<file path="src/rtl/booth_pkg.sv">
// booth_pkg
//   Shared definitions for the booth product accumulator slice.
//   PROD_W : width of the signed product stream from booth_multiplier
//   ACC_W  : width of the signed accumulator / result (must exceed PROD_W)
//   CNT_W  : width of the saturating term counter
//   acc_state_t : accumulator FSM states (ACCUM collects terms, HOLD presents a result)
package booth_pkg;

  localparam int PROD_W = 16;
  localparam int ACC_W  = 24;
  localparam int CNT_W  = 8;

  typedef enum logic {
    ACCUM = 1'b0,
    HOLD  = 1'b1
  } acc_state_t;

endpackage

</file>
<file path="src/rtl/booth_product_accumulator_sat_add.sv">
// booth_sat_add
//   Combinational signed add of a sign-extended product term to the running
//   accumulator, with signed-overflow detection.
//   Build option: BOOTH_ACC_SATURATE_EN -- when defined, an overflowing sum is
//   clamped to the most positive / most negative ACC_W value; otherwise the
//   sum wraps modulo 2^ACC_W. The overflow flag is the same in both builds.
//   Ports:
//     acc     (in,  ACC_W)  : current accumulator value (two's complement)
//     product (in,  PROD_W) : signed product term
//     sum     (out, ACC_W)  : acc + sext(product), wrapped or clamped
//     ovf     (out, 1)      : signed overflow occurred on this add
module booth_sat_add
  import booth_pkg::*;
(
  input  logic [ACC_W-1:0]  acc,
  input  logic [PROD_W-1:0] product,
  output logic [ACC_W-1:0]  sum,
  output logic              ovf
);

  logic [ACC_W-1:0] prod_ext;
  logic [ACC_W-1:0] raw_sum;

  // Sign extension: low bits pass through, upper bits replicate the product sign.
  assign prod_ext[PROD_W-1:0] = product;

  generate
    for (genvar gi = PROD_W; gi < ACC_W; gi++) begin : g_sext
      assign prod_ext[gi] = product[PROD_W-1];
    end
  endgenerate

  assign raw_sum = acc + prod_ext;

  // Overflow only possible when both operands share a sign and the result flips it.
  assign ovf = (acc[ACC_W-1] == prod_ext[ACC_W-1]) &&
               (raw_sum[ACC_W-1] != acc[ACC_W-1]);

`ifdef BOOTH_ACC_SATURATE_EN
  localparam logic [ACC_W-1:0] ACC_MAX = {1'b0, {(ACC_W-1){1'b1}}};
  localparam logic [ACC_W-1:0] ACC_MIN = {1'b1, {(ACC_W-1){1'b0}}};

  // On overflow the operands' common sign tells the direction of the clamp.
  assign sum = ovf ? (acc[ACC_W-1] ? ACC_MIN : ACC_MAX) : raw_sum;
`else
  assign sum = raw_sum;
`endif

endmodule

</file>
<file path="src/rtl/booth_product_accumulator.sv">
// booth_product_accumulator
//   Multiply-accumulate back end for the booth_multiplier product stream.
//   Sums a variable-length vector of signed products (terminated by in_last)
//   and presents one dot-product result per vector over valid/ready.
//   Build option: BOOTH_ACC_SATURATE_EN (see booth_sat_add) selects clamping
//   instead of wrap-around on accumulator overflow.
//   Ports:
//     clk        (in)          : rising-edge clock
//     rst_n      (in)          : asynchronous active-low reset
//     in_valid   (in)          : in_product / in_last valid
//     in_ready   (out)         : term accepted this cycle (high in ACCUM)
//     in_product (in, PROD_W)  : signed product term
//     in_last    (in)          : accepted term closes the vector
//     out_valid  (out)         : result held (high in HOLD)
//     out_ready  (in)          : consumer takes the result
//     out_sum    (out, ACC_W)  : signed accumulated sum
//     out_count  (out, CNT_W)  : accepted term count, saturating
//     out_ovf    (out)         : sticky signed-overflow flag for the vector
module booth_product_accumulator
  import booth_pkg::*;
(
  input  logic              clk,
  input  logic              rst_n,
  input  logic              in_valid,
  output logic              in_ready,
  input  logic [PROD_W-1:0] in_product,
  input  logic              in_last,
  output logic              out_valid,
  input  logic              out_ready,
  output logic [ACC_W-1:0]  out_sum,
  output logic [CNT_W-1:0]  out_count,
  output logic              out_ovf
);

  acc_state_t       state_reg, state_next;
  logic [ACC_W-1:0] acc_reg, acc_next;
  logic [CNT_W-1:0] cnt_reg, cnt_next;
  logic             ovf_reg, ovf_next;

  logic [ACC_W-1:0] add_sum;
  logic             add_ovf;

  booth_sat_add u_sat_add (
    .acc     (acc_reg),
    .product (in_product),
    .sum     (add_sum),
    .ovf     (add_ovf)
  );

  always_ff @(posedge clk or negedge rst_n) begin
    if (!rst_n) begin
      state_reg <= ACCUM;
      acc_reg   <= '0;
      cnt_reg   <= '0;
      ovf_reg   <= 1'b0;
    end else begin
      state_reg <= state_next;
      acc_reg   <= acc_next;
      cnt_reg   <= cnt_next;
      ovf_reg   <= ovf_next;
    end
  end

  always_comb begin
    state_next = state_reg;
    acc_next   = acc_reg;
    cnt_next   = cnt_reg;
    ovf_next   = ovf_reg;
    case (state_reg)
      ACCUM: begin
        if (in_valid) begin
          acc_next = add_sum;
          // Counter holds at all-ones rather than wrapping on long vectors.
          cnt_next = (&cnt_reg) ? cnt_reg : cnt_reg + 1'b1;
          ovf_next = ovf_reg | add_ovf;
          if (in_last) begin
            state_next = HOLD;
          end
        end
      end
      HOLD: begin
        // Clearing on release means the next vector starts from zero with
        // no extra cycle beyond the single bubble.
        if (out_ready) begin
          acc_next   = '0;
          cnt_next   = '0;
          ovf_next   = 1'b0;
          state_next = ACCUM;
        end
      end
      default: begin
        state_next = ACCUM;
      end
    endcase
  end

  assign in_ready  = (state_reg == ACCUM);
  assign out_valid = (state_reg == HOLD);

  // Result ports expose the registers directly; they show running values in
  // ACCUM and are only meaningful when out_valid is high.
  assign out_sum   = acc_reg;
  assign out_count = cnt_reg;
  assign out_ovf   = ovf_reg;

endmodule

</file>
<file path="config.mk">
export PLATFORM = sky130hd
export DESIGN_NAME = booth_product_accumulator
export DESIGN_NICKNAME = d
export VERILOG_FILES = /design/src/rtl/booth_pkg.sv /design/src/rtl/booth_product_accumulator_sat_add.sv /design/src/rtl/booth_product_accumulator.sv
export SDC_FILE = /design/constraint.sdc
export NUM_CORES = 1
export LEC_CHECK = 0
export CAP_MARGIN = 30
export CORE_ASPECT_RATIO = 1.2
export CORE_MARGIN = 2
export CORE_UTILIZATION = 45
export DETAILED_ROUTE_END_ITERATION = 7
export GPL_TIMING_DRIVEN = 0
export PLACE_DENSITY = 0.75
export SLEW_MARGIN = 40
export SYNTH_ARGS = -nofsm -noshare
export SYNTH_HDL_FRONTEND = slang
export SYNTH_SLANG_ARGS = --single-unit
</file>
<file path="constraint.sdc">
create_clock -name clk -period 6.2 [get_ports clk]
set_input_delay 0.62 -clock clk [delete_from_list [all_inputs] [get_ports clk]]
set_output_delay 0.62 -clock clk [all_outputs]
set_load 0.01 [all_outputs]
</file>
* Word level (Yosys, flattened, before mapping)
Cells that the tools add are included.
Cells by class: add/subtract/negate cells 2, multiply operators 0, divide/modulo/power cells 0, order comparisons 0, equal/unequal tests 5, shifts and indexed selects 0, muxes and demuxes 14, bitwise gates (word level) 2, reduce and logical (&&, ||, !) cells 4
Operator list (number):
- 2-to-1 mux 24 bit | 2
- case mux 24 bit (2 select lines) | 1
- adder 24 bit | 1
- 2-to-1 mux 8 bit | 3
- case mux 8 bit (2 select lines) | 1
- adder 8 x 1 -> 8 bit, second input constant | 1
- AND reduction 8 bit | 1
- != test 2 bit, second input constant | 3
- 2-to-1 mux 1 bit | 5
- case mux 1 bit (2 select lines) | 2
- AND reduction 3 bit | 1
- AND reduction 2 bit | 1
- == test 1 bit | 1
- logical AND 1 bit | 1
- != test 1 bit | 1
- inverter 1 bit | 1
- OR 1 bit | 1
Word-level totals: register bits after elaboration 34, bits in latches 0, RAM bits 0, ROM bits 0, output and inout port bits 35, word-level logic and storage cells 31, memories 0

* Logic depth before layout (Yosys ltp)
Gate-level depths: netlist of the first run.
depth in word-level cells 6, gate-level depth with buffers 9, mapped depth without buffers 9

* Hierarchy
A second synthesis of the first run with hierarchy kept.
Second synthesis, totals: cell total of the unflattened synthesis 278, area total of the unflattened synthesis 2650.0 um^2
Modules (own cells, without submodules):
- booth_product_accumulator | instances 1, cells an instance 108, area each 1396.3 um^2, sequential area each 850.8 um^2
- booth_sat_add | instances 1, cells an instance 170, area each 1253.7 um^2, sequential area each 0.0 um^2

* Least setup slack after synthesis of the first run
Ideal clock, no wire load.
kind in2reg, start in in_product[0], end reg acc_reg[22], in the netlist out_sum[22], setup time 0.131 ns, arrival time 2.420 ns, data required time 6.069 ns, setup slack 3.649 ns, cell stages on the path 9, cells stage by stage ha_1 -> fa_1 -> a21oi_1 -> o21ai_1 -> a21oi_2 -> a2bb2oi_2 -> a21oi_1 -> nor4_1 -> or3_1
On the way: word-level cells in the longest chain between the ends 3
Ends and longest elaborated chain:
- start: declaration | line booth_product_accumulator.sv:26 | input logic [PROD_W-1:0] in_product,
- adder 24 bit | line booth_product_accumulator_sat_add.sv:33 | assign raw_sum = acc + prod_ext;
- 2-to-1 mux 24 bit | line booth_product_accumulator.sv:71 | if (in_valid) begin
- case mux 24 bit (2 select lines) | line booth_product_accumulator.sv:69 | case (state_reg)
- end signal: assignment | line booth_product_accumulator.sv:58 | acc_reg <= acc_next;
- end: declaration | line booth_product_accumulator.sv:36 | logic [ACC_W-1:0] acc_reg, acc_next;
Every way passes these cells. The select of a mux whose other input is x is not followed. A chain may end at the register's enable or synchronous reset.

* Final worst setup path of the first run
start in in_product[15], end reg acc_reg[23], in the netlist out_sum[23]
The elaborated chain is that of the path after synthesis.

==> results of run 1 <==
==> flip-flops by register name, indices dropped and copies added (netlist names) <==
name,cells
out_valid,1
out_count,8
out_sum,24
out_ovf,1
==> logic make-up (layout without fill, tap and decap cells) <==
| logic type | Yosys count | after routing | share of synthesized area |
|---|---|---|---|
| muxes | 3 | 3 | 0.0118 |
| xor gates and xnor gates | 24 | 24 | 0.0826 |
| and+or+nand+nor | 93 | 93 | 0.170 |
| adders and majority gates | 25 | 25 | 0.126 |
| AOI/OAI and AO/OA | 94 | 94 | 0.241 |
| buffers and inverters | 21 | 85 | 0.0344 |
| DFF | 34 | 34 | 0.334 |
==> how the worst min path moves through the flow <==
stage	start	to
final	rst_n	out_sum[15]
after global routing	rst_n	out_sum[19]
after CTS	rst_n	out_sum[15]
after detailed placement	out_ovf	out_ovf
after global placement	out_ovf	out_ovf
after floorplan	rst_n	out_count[0]
==> placed cells by master, fill, tap and decap left out, types with 2 or more instances in the layout <==
cell / synthesis / layout
and4_1: 2 / 2
inv_1: 7 / 7
clkbuf_8: 0 / 6
a21o_1: 5 / 5
xor2_1: 10 / 10
and2_1: 2 / 2
a31oi_1: 4 / 4
o21ai_0: 18 / 18
dfrtp_1: 34 / 34
nand4_1: 11 / 11
and3_1: 3 / 3
or3_1: 2 / 2
nand3_1: 7 / 7
o221ai_1: 3 / 3
nor3_1: 4 / 4
o21a_1: 2 / 2
mux2i_1: 3 / 3
o21ai_1: 9 / 9
a22o_1: 5 / 5
o21bai_1: 4 / 4
nor2_1: 14 / 14
clkdlybuf4s50_1: 0 / 54
a211oi_1: 2 / 2
buf_2: 4 / 5
xnor2_1: 14 / 14
o31ai_1: 2 / 2
nand2_1: 43 / 43
ha_1: 24 / 24
a21oi_1: 28 / 28
clkbuf_1: 9 / 10
==> through the flow <==
stage,total power [W],hold slack (ps),util
2_1_floorplan,0.00102,324,-
3_3_place_gp,0.00133,491,0.571
3_5_place_dp,0.00135,477,0.575
4_1_cts,0.00154,244,0.592
5_1_grt,0.00167,246,0.592
6_report,0.00153,236,0.592
==> cell type report <==
| class | count | area share |
|---|---|---|
| plain buffers | 14 | 0.0186 |
| clock inverters | 1 | 0.00152 |
| well taps | 64 | 0.0244 |
| inverters | 7 | 0.00799 |
| repair buffers | 56 | 0.174 |
| clock buffers | 7 | 0.0263 |
| flip-flops and latches | 34 | 0.259 |
| multi-input cells | 239 | 0.488 |
==> power by group through the flow <==
stage / combinational (W) / sequential [W] / clock (W)
2_1_floorplan: 0.000602 / 0.000419 / 0
3_3_place_gp: 0.000942 / 0.000389 / 0
3_5_place_dp: 0.000962 / 0.000390 / 0
4_1_cts: 0.000970 / 0.000387 / 0.000179
5_1_grt: 0.00108 / 0.000399 / 0.000189
6_report: 0.000968 / 0.000385 / 0.000177
==> metal layers <==
| layer | vias to the layer above | track usage | wire length [um] |
|---|---|---|---|
| met5 | - | 0 | 0 |
| met4 | 0 | 0.0606 | 70 |
| met3 | 5 | 0.0465 | 278 |
| met2 | 54 | 0.384 | 3210 |
| met1 | 1133 | 0.256 | 2840 |
| li1 | 1202 | - | - |
==> key figures, run 1 <==
Timing
  – Final Slew Violations: 0
  – Relative slew slack: 0.588
  – Highest Clock Rate: ~330 MHz
  – Layout Skew: approximately 5.6 ps
  – Endpoints failing hold: 0
  – Final period demand of the worst path: around 3100 ps
  – Unrepaired setup endpoints after global routing: false
  – Period utilization: 0.494
  – Final setup fails: 0
  – PnR worst setup slack: roughly 3100 ps
  – Least-Margin Pin Slew: approximately 620 ps
  – Setup TNS Final: 0 ps

Global routing
  – Overflow after GRT: 0
  – Largest net degree at the start of global routing: 22
  – Initial antenna violation count: 0
  – GRT Total Usage: 0.215
  – First-pass GRT wire length: approximately 11,000 um
  – Number of global-route vias before repair: ~2,300

Route
  – WL/cell: 15.2 um
  – DRC: 0
  – Final wirelength: 6400 um
  – DRT Pass-1 Iters: 4
  – Routed Antenna Nets: 0
  – Total number of vias: between 2,000 and 2,500
  – Initial DRC count: between 100 and 150
  – Via density per instance: ~5.7

Critical path
  – Worst setup path class: in -> reg
  – Crit path required time: 6410 ps
  – Critical-path top delay cell: clkdlybuf4s50_1
  – CP most frequent cell: o21ai_1
  – Cell Chain, Critical Path: clkdlybuf4s50_1, ha_1, clkbuf_1, a21oi_1, o21ai_1, a31oi_1, o21ai_1, or3_1, nand3_1, mux2i_1
  – Critical path startpoint category: input pin
  – Critical path origin: in_product[15]
  – Critical path capture point type: flop
  – Delay-heaviest family, CP: buffers and inverters
  – RR Endpoint: out_sum[22]
  – CP max FO: 12
  – R2R Setup Slk: 3560 ps
  – Worst path depth: 10
  – Worst Path Buf+Inv: 2
  – Reg2Reg Depth: 9
  – Setup crit end: out_sum[23]
  – Max incr delay on CP: around 800 ps
  – Worst r2r src: out_sum[0]
  – CP arrival: between 3000 and 4000 ps

Placed design
  – Cell Area, Placed: approximately 3200 um2
  – HPWL Detailed: around 4900 um
  – RD Place Congestion: about 0.9
  – IO buf count: 55
  – Dpl cells: 414
  – Setup slack after placement: 2870 ps

Cells and area
  – Layout fillers: approximately 510
  – Finished Cell Area: approximately 3300 um2
  – Fraction of layout cells with a size suffix above 1: 0.0559
  – Syn-to-layout area delta: 29.3%
  – Multi-input logic area: approximately 1600 um2
  – ANT cells: 0
  – Sequential cell area: about 850 um2
  – Non-filler cells, final: 422
  – Final net count: 403

Logic synthesis
  – Cell type with the largest total area after synthesis: dfrtp_1
  – Top cells by count, synth: 43 x nand2_1, 34 x dfrtp_1, 28 x a21oi_1
  – Synthesized area per cell: a little under 9 um2
  – Top cells by area, synth: dfrtp_1 33%, ha_1 12%, nand2_1 6.3%, a21oi_1 5.5%, xnor2_1 4.8%
  – Mapped Area: ~2500 um2
  – Post-synth top area share: 0.334
  – Net Count, Synth: between 300 and 400
  – Most common cell in the synthesized netlist: nand2_1
  – Yosys reg bits: 34
  – EDFF count, synth: 0
  – Synth Flop Type: dfrtp_1
  – Mapped Cells: 294
  – Async set-reset flop share out of synthesis: 1.00
  – Sequential fraction of the synthesis area: 0.334
  – Warnings from Yosys: 0
  – Cell variety after synth: 47

Pwr
  – Leakage: about 1.4 nW
  – Switching share of total power: 0.438
  – PD cells: around 470 nW/um2
  – Sequential Power Share: 0.252
  – Clock share of power: 0.115
  – Worst VDD drop: roughly 0.18 mV
  – Internal Dissipation: ~0.00086 W
  – Net Switching: roughly 0.00067 W
  – Comb pwr share: 0.633

Job
  – Max-cap viol count: 0

Clock tree
  – CTS tree: yes
  – TritonCTS Buffers: 5
  – Hold_buf cts: 0
  – Worst skew pair latency: about 290 ps
  – Clock Pin Slew Worst Setup and Hold Paths: about 70 ps
  – H-tree Lvls: 2
  – Maximum clock insertion buffer count: 2
  – PostCTS Resize Cnt: 0
  – Root buf cell: clkbuf_8
  – Post-CTS Repair Setup Buffers: 0
  – Clk sinks: 34

Floorplanning
  – IO Pins: 56
  – Starting Density: 0.458
  – Die height: 86.4 um
  – Die X: between 70 and 80 um
  – Row Count: 30
  – Area of the die: ~6300 um2
  – CORE AREA: 5560 um2

Status
  – Status: complete, no violations

Hold path
  – Hold Crit Class: in -> async
Power figures use the tool's default switching activity.
==> run 2, diff against run 1 <==
--- a/config.mk
+++ b/config.mk
@@ -11,7 +11,7 @@
 export CORE_UTILIZATION = 45
 export DETAILED_ROUTE_END_ITERATION = 7
 export GPL_TIMING_DRIVEN = 0
-export PLACE_DENSITY = 0.75
+export PLACE_DENSITY = 0.78
 export SLEW_MARGIN = 40
 export SYNTH_ARGS = -nofsm -noshare
 export SYNTH_HDL_FRONTEND = slang
==> constraint.sdc (replaced) <==
create_clock -name clk -period 2.61 [get_ports clk]
set_input_delay 0.261 -clock clk [delete_from_list [all_inputs] [get_ports clk]]
set_output_delay 0.261 -clock clk [all_outputs]
set_load 0.01 [all_outputs]
==> run 2 against run 1 <==
Global-route usage is 0.18 points lower; combinational power is 140% higher; register-to-register slack worse by 3400 ps; total power is 140% higher; clock skew is 2.2 ps higher; first-iteration DRC count is 39% higher; non-clock buffer count is 3 higher; count of clock-buffer cells in the layout is 2 lower; sequential power is 140% higher; clock power is 130% higher; cell count is 0.71% higher; cell area is 0.80% higher; critical endpoint is now out_sum[22].
==> key figures, run 2 (synthesis gave the netlist of run 1 again) <==
Status
  – Status: complete, no violations

Floorplanning
  – Die X: between 70 and 80 um
  – Starting Density: 0.458
  – Row Count: 30
  – IO Pins: 56
  – Area of the die: between 6000 and 7000 um2
  – CORE AREA: between 5000 and 6000 um2
  – Die height: around 86 um

Pwr
  – Net Switching: 0.00163 W
  – PD cells: around 1100 nW/um2
  – Worst VDD drop: ~0.6 mV
  – Leakage: 1.44 nW
  – Internal Dissipation: just over 0.002 W
  – Sequential Power Share: 0.252
  – Switching share of total power: 0.444
  – Tot Pwr: 0.00367 W
  – Comb pwr share: 0.639
  – Clock share of power: 0.109

Timing
  – Period utilization: 0.940
  – Layout Skew: approximately 7.8 ps
  – Highest Clock Rate: approximately 410 MHz
  – Endpoints failing hold: 0
  – Final Slew Violations: 0
  – Relative slew slack: 0.593
  – Unrepaired setup endpoints after global routing: false
  – Final setup fails: 0
  – Setup TNS Final: 0 ps
  – PnR worst setup slack: about 160 ps
  – Final period demand of the worst path: around 2500 ps
  – Least-Margin Pin Slew: slightly above 600 ps

Global routing
  – Overflow after GRT: 0
  – Initial antenna violation count: 0
  – Largest net degree at the start of global routing: 23
  – GRT Total Usage: 0.213
  – Number of global-route vias before repair: between 2,000 and 2,500
  – First-pass GRT wire length: about 11,000 um

Clock tree
  – Clk sinks: 34
  – Root buf cell: clkbuf_8
  – Worst skew pair latency: 290 ps
  – Clock Pin Slew Worst Setup and Hold Paths: about 80 ps
  – H-tree Lvls: 2
  – Maximum clock insertion buffer count: 2
  – TritonCTS Buffers: 5
  – CTS tree: yes

Cells and area
  – Fraction of layout cells with a size suffix above 1: 0.0720
  – ANT cells: 0
  – Non-filler cells, final: around 430
  – Syn-to-layout area delta: 30.3%
  – Commonest non-fill, non-tap cell in the layout: clkdlybuf4s50_1
  – Max reg flops: 24
  – Layout fillers: approximately 520
  – Final net count: roughly 410
  – Most frequent cells in the layout: 53 x clkdlybuf4s50_1, 43 x nand2_1, 34 x dfrtp_1

Critical path
  – RR Endpoint: out_sum[22]
  – Critical path startpoint category: flop
  – Reg2Reg Depth: 9
  – CP arrival: around 2600 ps
  – Worst r2r src: out_sum[0]
  – Crit path required time: approximately 2800 ps
  – R2R Setup Slk: 160 ps
  – CP max FO: 4
  – Worst setup path class: reg -> reg
  – Critical path capture point type: flop

Placed design
  – IO buf count: 55
  – Setup slack after placement: -351 ps
  – HPWL Detailed: a little under 5000 um
  – RD Place Congestion: a little over 0.9
  – Dpl cells: 414

Route
  – DR top layer: met4
  – Via density per instance: approximately 5.7
  – Routed Antenna Nets: 0
  – DRC: 0
  – Initial DRC count: 147
  – WL/cell: about 15 um
  – Met3 WL post-DR: around 400 um
  – DRT Pass-1 Iters: 4
  – Met2 wire len: 3180 um
  – Final wirelength: about 6400 um
  – Total number of vias: ~2,400
  – Metal-1 WL: between 2000 and 3000 um

Hold path
  – Hold Crit Class: in -> async

Job
  – Max-cap viol count: 0
==> run 2: changes by cell type in the layout (fill, tap and decap cells not counted), sizes merged <==
cell / previous run / this run
clkdlybuf4s50: 54 / 53
clkinvlp: 0 / 1
clkinv: 1 / 2
clkbuf: 16 / 15
buf: 7 / 9
dlygate4sd3: 0 / 1
==> run 2: how the worst max path moves through the flow <==
stage	from	endpoint	slack, ps
2_1_floorplan	out_sum[0]	out_sum[22]	260
3_3_place_gp	in_product[15]	out_sum[23]	-310
3_5_place_dp	in_product[15]	out_sum[23]	-350
4_1_cts	out_sum[0]	out_sum[22]	10
5_1_grt	out_sum[0]	out_sum[22]	20
6_report	out_sum[0]	out_sum[22]	160
==> run 2: power groups by stage <==
stage | clock network (W) | logic, W | registers, W
after floorplan | 0 | 0.00143 | 0.000994
after global placement | 0 | 0.00224 | 0.000922
after detailed placement | 0 | 0.00228 | 0.000929
after CTS | 0.000409 | 0.00231 | 0.000923
after global routing | 0.000436 | 0.00258 | 0.000952
final | 0.000400 | 0.00234 | 0.000922
==> run 2: metrics by stage <==
stage / util / hold WS (ps) / area, um2
finish: 0.597 / 402 / 3310
global route: 0.597 / 435 / 3310
CTS: 0.593 / 410 / 3300
detailed placement: 0.575 / 191 / 3200
floorplan: - / -34.6 / 2540
global placement: 0.571 / 490 / 3170
==> run 2: critical path, stage by stage, from the launching register on <==
cell       delay (ps)
dfrtp_1           410
ha_1              230
fa_1              420
a21oi_2           170
o21ai_1            90
a21oi_2           250
a2bb2oi_2         130
a21oi_2           220
nor4_1             70
or3_1             360
==> run 2: cell type report <==
class | instances | area [um2] | area share
multi-input cells | 239 | 1610 | 0.487
repair buffers | 59 | 593 | 0.179
plain buffers | 14 | 61.3 | 0.0185
flip-flops and latches | 34 | 851 | 0.257
inverters | 7 | 26.3 | 0.00793
clock inverters | 3 | 21.3 | 0.00642
well taps | 64 | 80.1 | 0.0242
clock buffers | 5 | 68.8 | 0.0208
==> run 2: metal layers <==
| layer | vias to the layer above | GRT usage |
|---|---|---|
| li1 | 1206 | - |
| met1 | 1127 | 0.263 |
| met2 | 77 | 0.366 |
| met3 | 6 | 0.0465 |
| met4 | 0 | 0.0690 |
| met5 | - | 0 |
==> run 2: repair_timing <==
action / in CTS / in global routing
buffers inserted: 0 / 2
pin swaps: 0 / 2
hold endpoints to repair: 12 / 0
gates resized for setup: 1 / 4
hold buffers: 1 / 0
endpoints found under the setup margin: 2 / 3
==> run 3, diff against run 2 <==
--- a/config.mk
+++ b/config.mk
@@ -5,14 +5,12 @@
 export SDC_FILE = /design/constraint.sdc
 export NUM_CORES = 1
 export LEC_CHECK = 0
-export CAP_MARGIN = 30
+export CAP_MARGIN = 5
 export CORE_ASPECT_RATIO = 1.2
-export CORE_MARGIN = 2
 export CORE_UTILIZATION = 45
 export DETAILED_ROUTE_END_ITERATION = 7
 export GPL_TIMING_DRIVEN = 0
 export PLACE_DENSITY = 0.78
-export SLEW_MARGIN = 40
 export SYNTH_ARGS = -nofsm -noshare
 export SYNTH_HDL_FRONTEND = slang
 export SYNTH_SLANG_ARGS = --single-unit
==> run 3 against run 2 <==
Flip-flop and latch count stayed put; hold slack worse by 350 ps; core utilization is 1.5 points higher; combinational power hardly changed; largest power group unchanged; clock skew is 0.82 ps lower; the run now ends with design-rule violations left; wire length is 1.7% lower; clock power is 4% higher; cell area is 0.98% lower; maximum frequency is 1.7% higher.
==> key figures, run 3 (synthesis gave the netlist of run 1 again) <==
Timing
  – Unrepaired setup endpoints after global routing: false
  – Final hold slack: roughly 50 ps
  – Final setup fails: 0
  – Period utilization: 0.924
  – Highest Clock Rate: around 410 MHz
  – Relative slew slack: 0.481
  – Final period demand of the worst path: between 2000 and 2500 ps
  – Least-Margin Pin Slew: ~800 ps
  – Final Slew Violations: 0
  – Layout Skew: 6.95 ps
  – Endpoints failing hold: 0

Clock tree
  – Hold_buf cts: 0
  – Root buf cell: clkbuf_8
  – H-tree Lvls: 2
  – Clk sinks: 34
  – Maximum clock insertion buffer count: 2
  – TritonCTS Buffers: 5
  – CTS tree: yes
  – Clock Pin Slew Worst Setup and Hold Paths: around 70 ps
  – Worst skew pair latency: 290 ps

Hold path
  – Hold Crit Class: in -> async

Status
  – Status: complete, but fails checks
  – Failing checks: design-rule violations

Critical path
  – RR Endpoint: out_sum[16]
  – Crit path required time: between 2000 and 3000 ps
  – Critical path startpoint category: flop
  – Worst setup path class: reg -> reg
  – R2R Setup Slk: 200 ps
  – Critical path capture point type: flop
  – Worst r2r src: out_sum[0]
  – Reg2Reg Depth: 10
  – CP arrival: 2580 ps
  – CP max FO: 4

Floorplanning
  – Area of the die: a little under 6000 um2
  – IO Pins: 56
  – Die height: 84.4 um
  – Starting Density: 0.474
  – Die X: 70.6 um
  – Row Count: 29
  – CORE AREA: around 5400 um2

Cells and area
  – Max reg flops: 24
  – Final Util: 0.611
  – ANT cells: 0
  – Syn-to-layout area delta: 29.0%
  – Commonest non-fill, non-tap cell in the layout: clkdlybuf4s50_1
  – Most frequent cells in the layout: 53 x clkdlybuf4s50_1, 43 x nand2_1, 34 x dfrtp_1
  – Final net count: a little over 400
  – Layout fillers: slightly below 500
  – Fraction of layout cells with a size suffix above 1: 0.0669

Placed design
  – RD Place Congestion: between 0.8 and 0.9
  – IO buf count: 55
  – HPWL Detailed: around 4600 um

Route
  – DRC: 7
  – WL/cell: 15.0 um
  – Final wirelength: approximately 6300 um
  – Total number of vias: 2,435
  – DRT Pass-1 Iters: 6
  – Via density per instance: 5.78
  – Routed Antenna Nets: 0
  – Initial DRC count: ~180

Global routing
  – GRT Total Usage: 0.228
  – Initial antenna violation count: 0
  – First-pass GRT wire length: about 11,000 um
  – Largest net degree at the start of global routing: 35
  – Overflow after GRT: 0
  – Number of global-route vias before repair: ~2,400

Pwr
  – Worst VDD drop: ~0.52 mV
  – Leakage: 1.43 nW
  – PD cells: ~1100 nW/um2
  – Tot Pwr: 0.00368 W

Job
  – Max-cap viol count: 0
run 3: area by class of cell:
cell class	count	area, um2	share of cell area
sequential	34	851	0.259
multi-input combinational	239	1620	0.492
buffer	14	61.3	0.0187
inverter	7	26.3	0.00801
tap	62	77.6	0.0236
clock buffer	7	86.3	0.0263
timing repair buffer	57	559	0.170
clock inverter	1	5.00	0.00152
run 3: power by group:
group	leakage (nW)	switching, W	internal [W]
Sequential	0.433	0.000189	0.000734
Combinational	0.950	0.00122	0.00112
Clock	0.0482	0.000204	0.000213
run 3: worst max-delay path, stage by stage, from the launching register on:
cell and delay [ps]:
dfrtp_1 400, ha_1 240, fa_2 380, a21oi_2 150, o21ai_1 80, a21oi_2 260
buf_4 170, o221a_4 200, o221ai_1 130, xnor2_1 210, o21ai_1 80
run 3: repair_timing:
item | 4_1_cts | 5_1_grt
pin swaps | 0 | 3
endpoints found under the setup margin | 2 | 3
gates resized for setup | 2 | 2
cloned | 0 | 0
buffers inserted | 0 | 2
run 3: metal layers:
layer	vias up	part of all wire	routed length, um	GRT usage
met2	88	0.47	2950	0.369
met5	-	0	0	0
met3	12	0.052	327	0.0480
met1	1125	0.46	2890	0.296
li1	1210	-	-	-
met4	0	0.022	140	0.0945
run 3: stage by stage:
step	TNS, ps	cells	area [um2]	worst slack, ps
after floorplan	0	294	2540	260
after global placement	-1090	411	3170	-305
after detailed placement	-1200	411	3170	-331
after CTS	0	419	3260	71.7
after global routing	0	421	3280	16.5
final	0	421	3280	198
run 3: how the worst max path moves through the flow:
stage	start	endpoint	slack, ps	cells past startpoint
after floorplan	out_sum[0]	out_sum[22]	260	9
after global placement	in_product[15]	out_sum[23]	-300	10
after detailed placement	in_product[15]	out_sum[23]	-330	10
after CTS	out_sum[0]	out_sum[22]	70	9
after global routing	out_sum[0]	out_sum[16]	20	10
final	out_sum[0]	out_sum[16]	200	10
==> edit 1: new RTL, config.mk and constraints of run 3 <==
The option `BOOTH_ACC_SATURATE_EN` is turned on by a define.
--- a/src/rtl/booth_product_accumulator_sat_add.sv
+++ b/src/rtl/booth_product_accumulator_sat_add.sv
@@ -10,4 +10,6 @@
 //     sum     (out, ACC_W)  : acc + sext(product), wrapped or clamped
 //     ovf     (out, 1)      : signed overflow occurred on this add
+`define BOOTH_ACC_SATURATE_EN
+
 module booth_sat_add
   import booth_pkg::*;
Behaviour: no difference found for any inputs over 10 cycles, from zero or initial values and one cycle with rst_n low; that may be too few to reach the edited logic, so the function may still have changed.
==> edit 1 against run 3 <==
Final area rose by 19%. Setup slack got worse by 180 ps. Highest routed layer unchanged. Clock skew rose by 2.3 ps. Sequential share of layout area fell by 4.2 points. Synthesized cell count rose by 20%. Wire length rose by 30%. Synthesized area rose by 16%. Largest cell class unchanged. Sequential power fell by 2%. Sequential cell count did not move. Clock power rose by 48%. Power rose by 26%. Critical path depth rose by 1. Critical path type is now in2reg. Cell count rose by 21%. Register-to-register slack got worse by 170 ps. Largest power group unchanged.
==> edit 1: results (changes against run 3) <==
* Hold Worst Slack at 38.6 ps (-11.3 ps)
* Fillers at 588 (+20%)
* Reg2Reg Setup Slack at 30 ps (-170 ps)
* Leakage at 1.67 nW (+17%)
* Cell variety after synth at 59 (+26%)
* GR Util met3 at 0.0404 (-0.00762)
* R2R Path End: out_sum[15]
* Nets at 469 (+16%)
* YS warnings at 0 (unchanged)
* Skew-Pair Late Insertion Delay at ~300 ps
* Max_slew headroom at 0.457 (-0.0238)
* Synth cell count leaders: nand2_1 (44), dfrtp_1 (34), a21oi_1 (28), nor2_1 (27), ha_1 (24)
* CTS Buf Count at 5 (unchanged)
* Post-synthesis sequential area ratio at 0.287 (-0.0473)
* CTS max path bufs at 2 (unchanged)
* Vias at 2,952 (+21%)
* Met1 Track Usage GR at 0.285 (-0.0106)
* Final Skew at 9.28 ps (+2.33 ps)
* DP HPWL at 5650 um (+22%)
* Maximum VDD drop at 481 uV (-7.9%)
* Drt first pass iters at 4 (-2)
* Cell internal pwr at 2.55 mW (+24%)
* Gr usage total at 0.233 (+0.00528)
* Placer congestion estimate at 0.882 (-0.23%)
* First-pass GRT wire length at 12,900 um (+18%)
* 1st-iter DRT viols at 219 (+24%)
* Top post-synthesis cells by area: dfrtp_1 (29%), ha_1 (10%), nand2_1 (5.6%), a21oi_1 (4.7%), o21ai_2 (3.5%)
* Number of global-route vias before repair at 2,766 (+15%)
* Clock slew at reported path FFs at 70 ps (about the same)
* Reg2Reg Launch Point: out_sum[12]
* Global Route met2 Usage at 0.404 (+0.0349)
* Status: completed
* Wire length per cell at 16.1 um (+7.3%)
* Hold Crit Class: in2async
* Crit path launch: in_product[12]
* Share of cells above drive strength 1 at 0.196 (+0.129)
* Syn Nets at 398 (+17%)
* Crit path max fanout at 9 (+5)
[edit 1: cell types whose count changed after synthesis, sizes merged, moves of 3 or more]
| cell | change |
|---|---|
| o22ai | +3 |
| buf | +10 |
| a22o | -5 |
| a21o | +3 |
| nor2 | +21 |
| o21ai | +9 |
| mux2 | +4 |
| nand3 | +9 |
| nand4 | -6 |
| o211ai | +9 |
| clkbuf | -6 |
| nor3 | +6 |
| xnor2 | -5 |
[edit 1: kinds of logic (layout without fill, tap and decap cells)]
kind of cell | count (synthesis) | count (layout) | share of synthesized area
AO/OA/AOI/OAI | 115 | 115 | 0.273
XOR/XNOR | 18 | 18 | 0.0532
adder cells (fa/ha/maj) | 25 | 25 | 0.108
buffers and inverters | 27 | 99 | 0.0532
flip-flops | 34 | 34 | 0.287
multiplexers | 5 | 5 | 0.0228
AND/OR/NAND/NOR | 128 | 128 | 0.202
[edit 1: worst max path at each step]
stage,end,slack (ps)
final,out_sum[15],10
after global routing,out_sum[19],-90
after CTS,out_sum[20],4
after detailed placement,out_sum[5],-530
after global placement,out_sum[9],-520
after floorplan,out_sum[16],60
[edit 1: per-stage QoR]
step | cell area (um^2) | cells | setup slack (ps) | power, mW
final | 3910 | 509 | 13.3 | 4.63
after global routing | 3910 | 509 | -87.9 | 4.98
after CTS | 3790 | 503 | 4.44 | 4.45
after detailed placement | 3610 | 492 | -529 | 3.76
after global placement | 3620 | 492 | -521 | 3.70
after floorplan | 2960 | 352 | 58.1 | 2.91
[edit 1: worst max-delay path, stage by stage]
cell and delay [ps]:
clkdlybuf4s50_1 450, ha_1 290, buf_2 190, nand4_1 130, nor4_2 290, o21ai_2 170
a31oi_4 290, mux2i_4 380, buf_12 150, nor2_1 40, o21ai_0 170
[edit 1: final cells by class]
class	instances	area share
multi-input combinational	291	0.520
tap	85	0.0272
sequential	34	0.218
clock inverter	3	0.0176
timing repair buffer	64	0.159
inverter	9	0.00865
buffer	18	0.0327
clock buffer	5	0.0176
[edit 1: timing repair]
action / CTS / global route
resized for setup: 3 / 21
setup buffers: 3 / 5
pin swaps: 1 / 9
cloned: 0 / 1
endpoints found under the setup margin: 23 / 23
[edit 1: layer usage]
layer,vias to the layer above,part of all wire
met4,0,0.019
met3,11,0.054
met1,1401,0.42
met2,113,0.51
li1,1427,-
met5,-,0
[edit 1: power by group through the flow]
stage                     Clock, mW  Combinational, mW  Sequential (mW)
final                         0.616               3.11            0.906
after global routing          0.639               3.40            0.941
after CTS                     0.621               2.92            0.906
after detailed placement          0               2.85            0.914
after global placement            0               2.79            0.907
after floorplan                   0               1.93            0.976
==> edit 2: new RTL, config.mk and constraints of run 3 <==
Made on the original files. Put one more register stage on the output `out_count`. The value now appears one clock later. The other outputs are not delayed to match.
--- a/src/rtl/booth_product_accumulator.sv
+++ b/src/rtl/booth_product_accumulator.sv
@@ -101,5 +101,7 @@
   // ACCUM and are only meaningful when out_valid is high.
   assign out_sum   = acc_reg;
-  assign out_count = cnt_reg;
+  always_ff @(posedge clk) begin
+    out_count <= cnt_reg;
+  end
   assign out_ovf   = ovf_reg;
 
Behaviour: not the same (Yosys sat finds a counterexample within 4 cycles, from zero or initial values and one cycle with rst_n low).
==> edit 2 against run 3 <==
Non-clock buffer count down 4. Final area up 9.9%. Wire length up 3.4%. Highest routed layer unchanged. Critical endpoint is now out_sum[14]. Power up 6.6%. Synthesized area up 11%. Hold slack worse by 19 ps. Sequential cell count up 8. Setup slack worse by 93 ps. Global-route usage down 2.1 points.
==> edit 2: results (changes against run 3) <==
* Syn Nets at 359 (+5.6%)
* Vias/cell at 5.61 (-3.1%)
* Cell Area, Placed at 0.00348 mm^2 (+10%)
* Arrival @ worst endpoint at 2700 ps (+120 ps)
* Reg2Reg Launch Point: out_sum[0]
* Total Wirelength at 6520 um (+3.4%)
* Nets at 421 (+4.2%)
* Max incr delay on CP at approximately 400 ps
* Antenna Cells at 0 (unchanged)
* Hold Worst Slack at 31.2 ps (-18.6 ps)
* Placed Cells at 450 (+9.5%)
* Asr flop ratio synth at 0.810 (-0.190)
* Mapped Avg Cell Area at 9.05 um^2 (+4.6%)
* Synth cell count leaders: nand2_1 (47), dfrtp_1 (34), o21ai_0 (34), ha_1 (24), a21oi_1 (23)
* Placer congestion estimate at 0.873 (-1.2%)
* Drt first pass iters at 4 (-2)
* Crit path max-delay family: compound AO/OA/AOI/OAI gates
* First-pass GRT wire length at 10,800 um (-0.96%)
* Reg2Reg Setup Slack at 100 ps (-90 ps)
* DP HPWL at 4860 um (+5.0%)
* YS warnings at 0 (unchanged)
* Least-Margin Pin Slew at 769 ps (-9.14 ps)
* Fillers at 561 (+15%)
* Worst-case reg-to-reg path depth at 9 (-1)
* Top post-synthesis cells by area: dfrtp_1 (30%), ha_1 (11%), nand2_1 (6.2%), o21ai_0 (6.0%), dfxtp_1 (5.7%)
* 1st-iter DRT viols at 104 (-41%)
* Wire length per cell at 14.2 um (-5.0%)
* Gr usage total at 0.206 (-0.0215)
* Share of cells above drive strength 1 at 0.0957 (+0.0289)
* Post-synthesis sequential area ratio at 0.357 (+0.0223)
* Clock slew at reported path FFs at 90 ps (+20 ps)
* Leakage at 1.56 nW (+9.2%)
* Final Skew at 4.64 ps (-2.31 ps)
* Maximum VDD drop at 479 uV (-8.2%)
* Cell variety after synth at 56 (+19%)
* Port bufs at 55 (unchanged)
* Skew-Pair Late Insertion Delay at 300 ps
* Number of global-route vias before repair at 2,479 (+3.2%)
* CTS Buf Count at 5 (unchanged)
* Largest register FFs at 24 (unchanged)
* Status: completed
* R2R Path End: out_sum[14]
==> edit 2: stage by stage <==
stage	power (mW)	setup slack, ps
2_1_floorplan	2.64	176
3_3_place_gp	3.35	-330
3_5_place_dp	3.41	-364
4_1_cts	3.88	0.187
5_1_grt	4.28	-24.8
6_report	3.92	104
==> edit 2: where the power goes <==
| group | internal (mW) | switching [mW] |
|---|---|---|
| Combinational | 1.17 | 1.24 |
| Clock | 0.193 | 0.251 |
| Sequential | 0.880 | 0.191 |
==> edit 2: what timing repair did <==
item                                    in CTS  in global routing
pin swaps                                    0                  1
resized for setup                            1                  7
endpoints found under the setup margin       1                  5
==> edit 2: cell type report <==
cell class / count / area [um^2] / share of cell area
well taps: 82 / 103 / 0.0284
multi-input cells: 255 / 1760 / 0.488
clock inverters: 3 / 25.0 / 0.00694
flip-flops and latches: 42 / 1010 / 0.280
repair buffers: 55 / 544 / 0.151
clock buffers: 5 / 68.8 / 0.0191
plain buffers: 12 / 81.3 / 0.0225
inverters: 4 / 15.0 / 0.00416
==> edit 2: cells by family after synthesis <==
logic type	after synthesis	synth area share
and+or+nand+nor	104	0.179
AOI/OAI and AO/OA	100	0.235
DFF	42	0.357
adders and majority gates	25	0.113
xor gates and xnor gates	21	0.0649
buffers and inverters	16	0.0340
muxes	5	0.0177
==> edit 2: how the worst max path moves through the flow <==
stage,from,to,slack [ps],cells after the start
global route,in_product[0],out_sum[22],-20,10
CTS,out_sum[0],out_sum[14],0.2,9
global placement,in_product[15],out_sum[22],-330,9
floorplan,out_sum[0],out_sum[14],180,9
finish,out_sum[0],out_sum[14],100,9
detailed placement,in_product[15],out_sum[22],-360,9
==> edit 2: metal layers <==
metal	wire length, um	GRT usage	up-vias
li1	-	-	1261
met1	2990	0.263	1241
met2	3210	0.369	59
met3	249	0.0282	7
met4	67	0.0429	0
met5	0	0	-
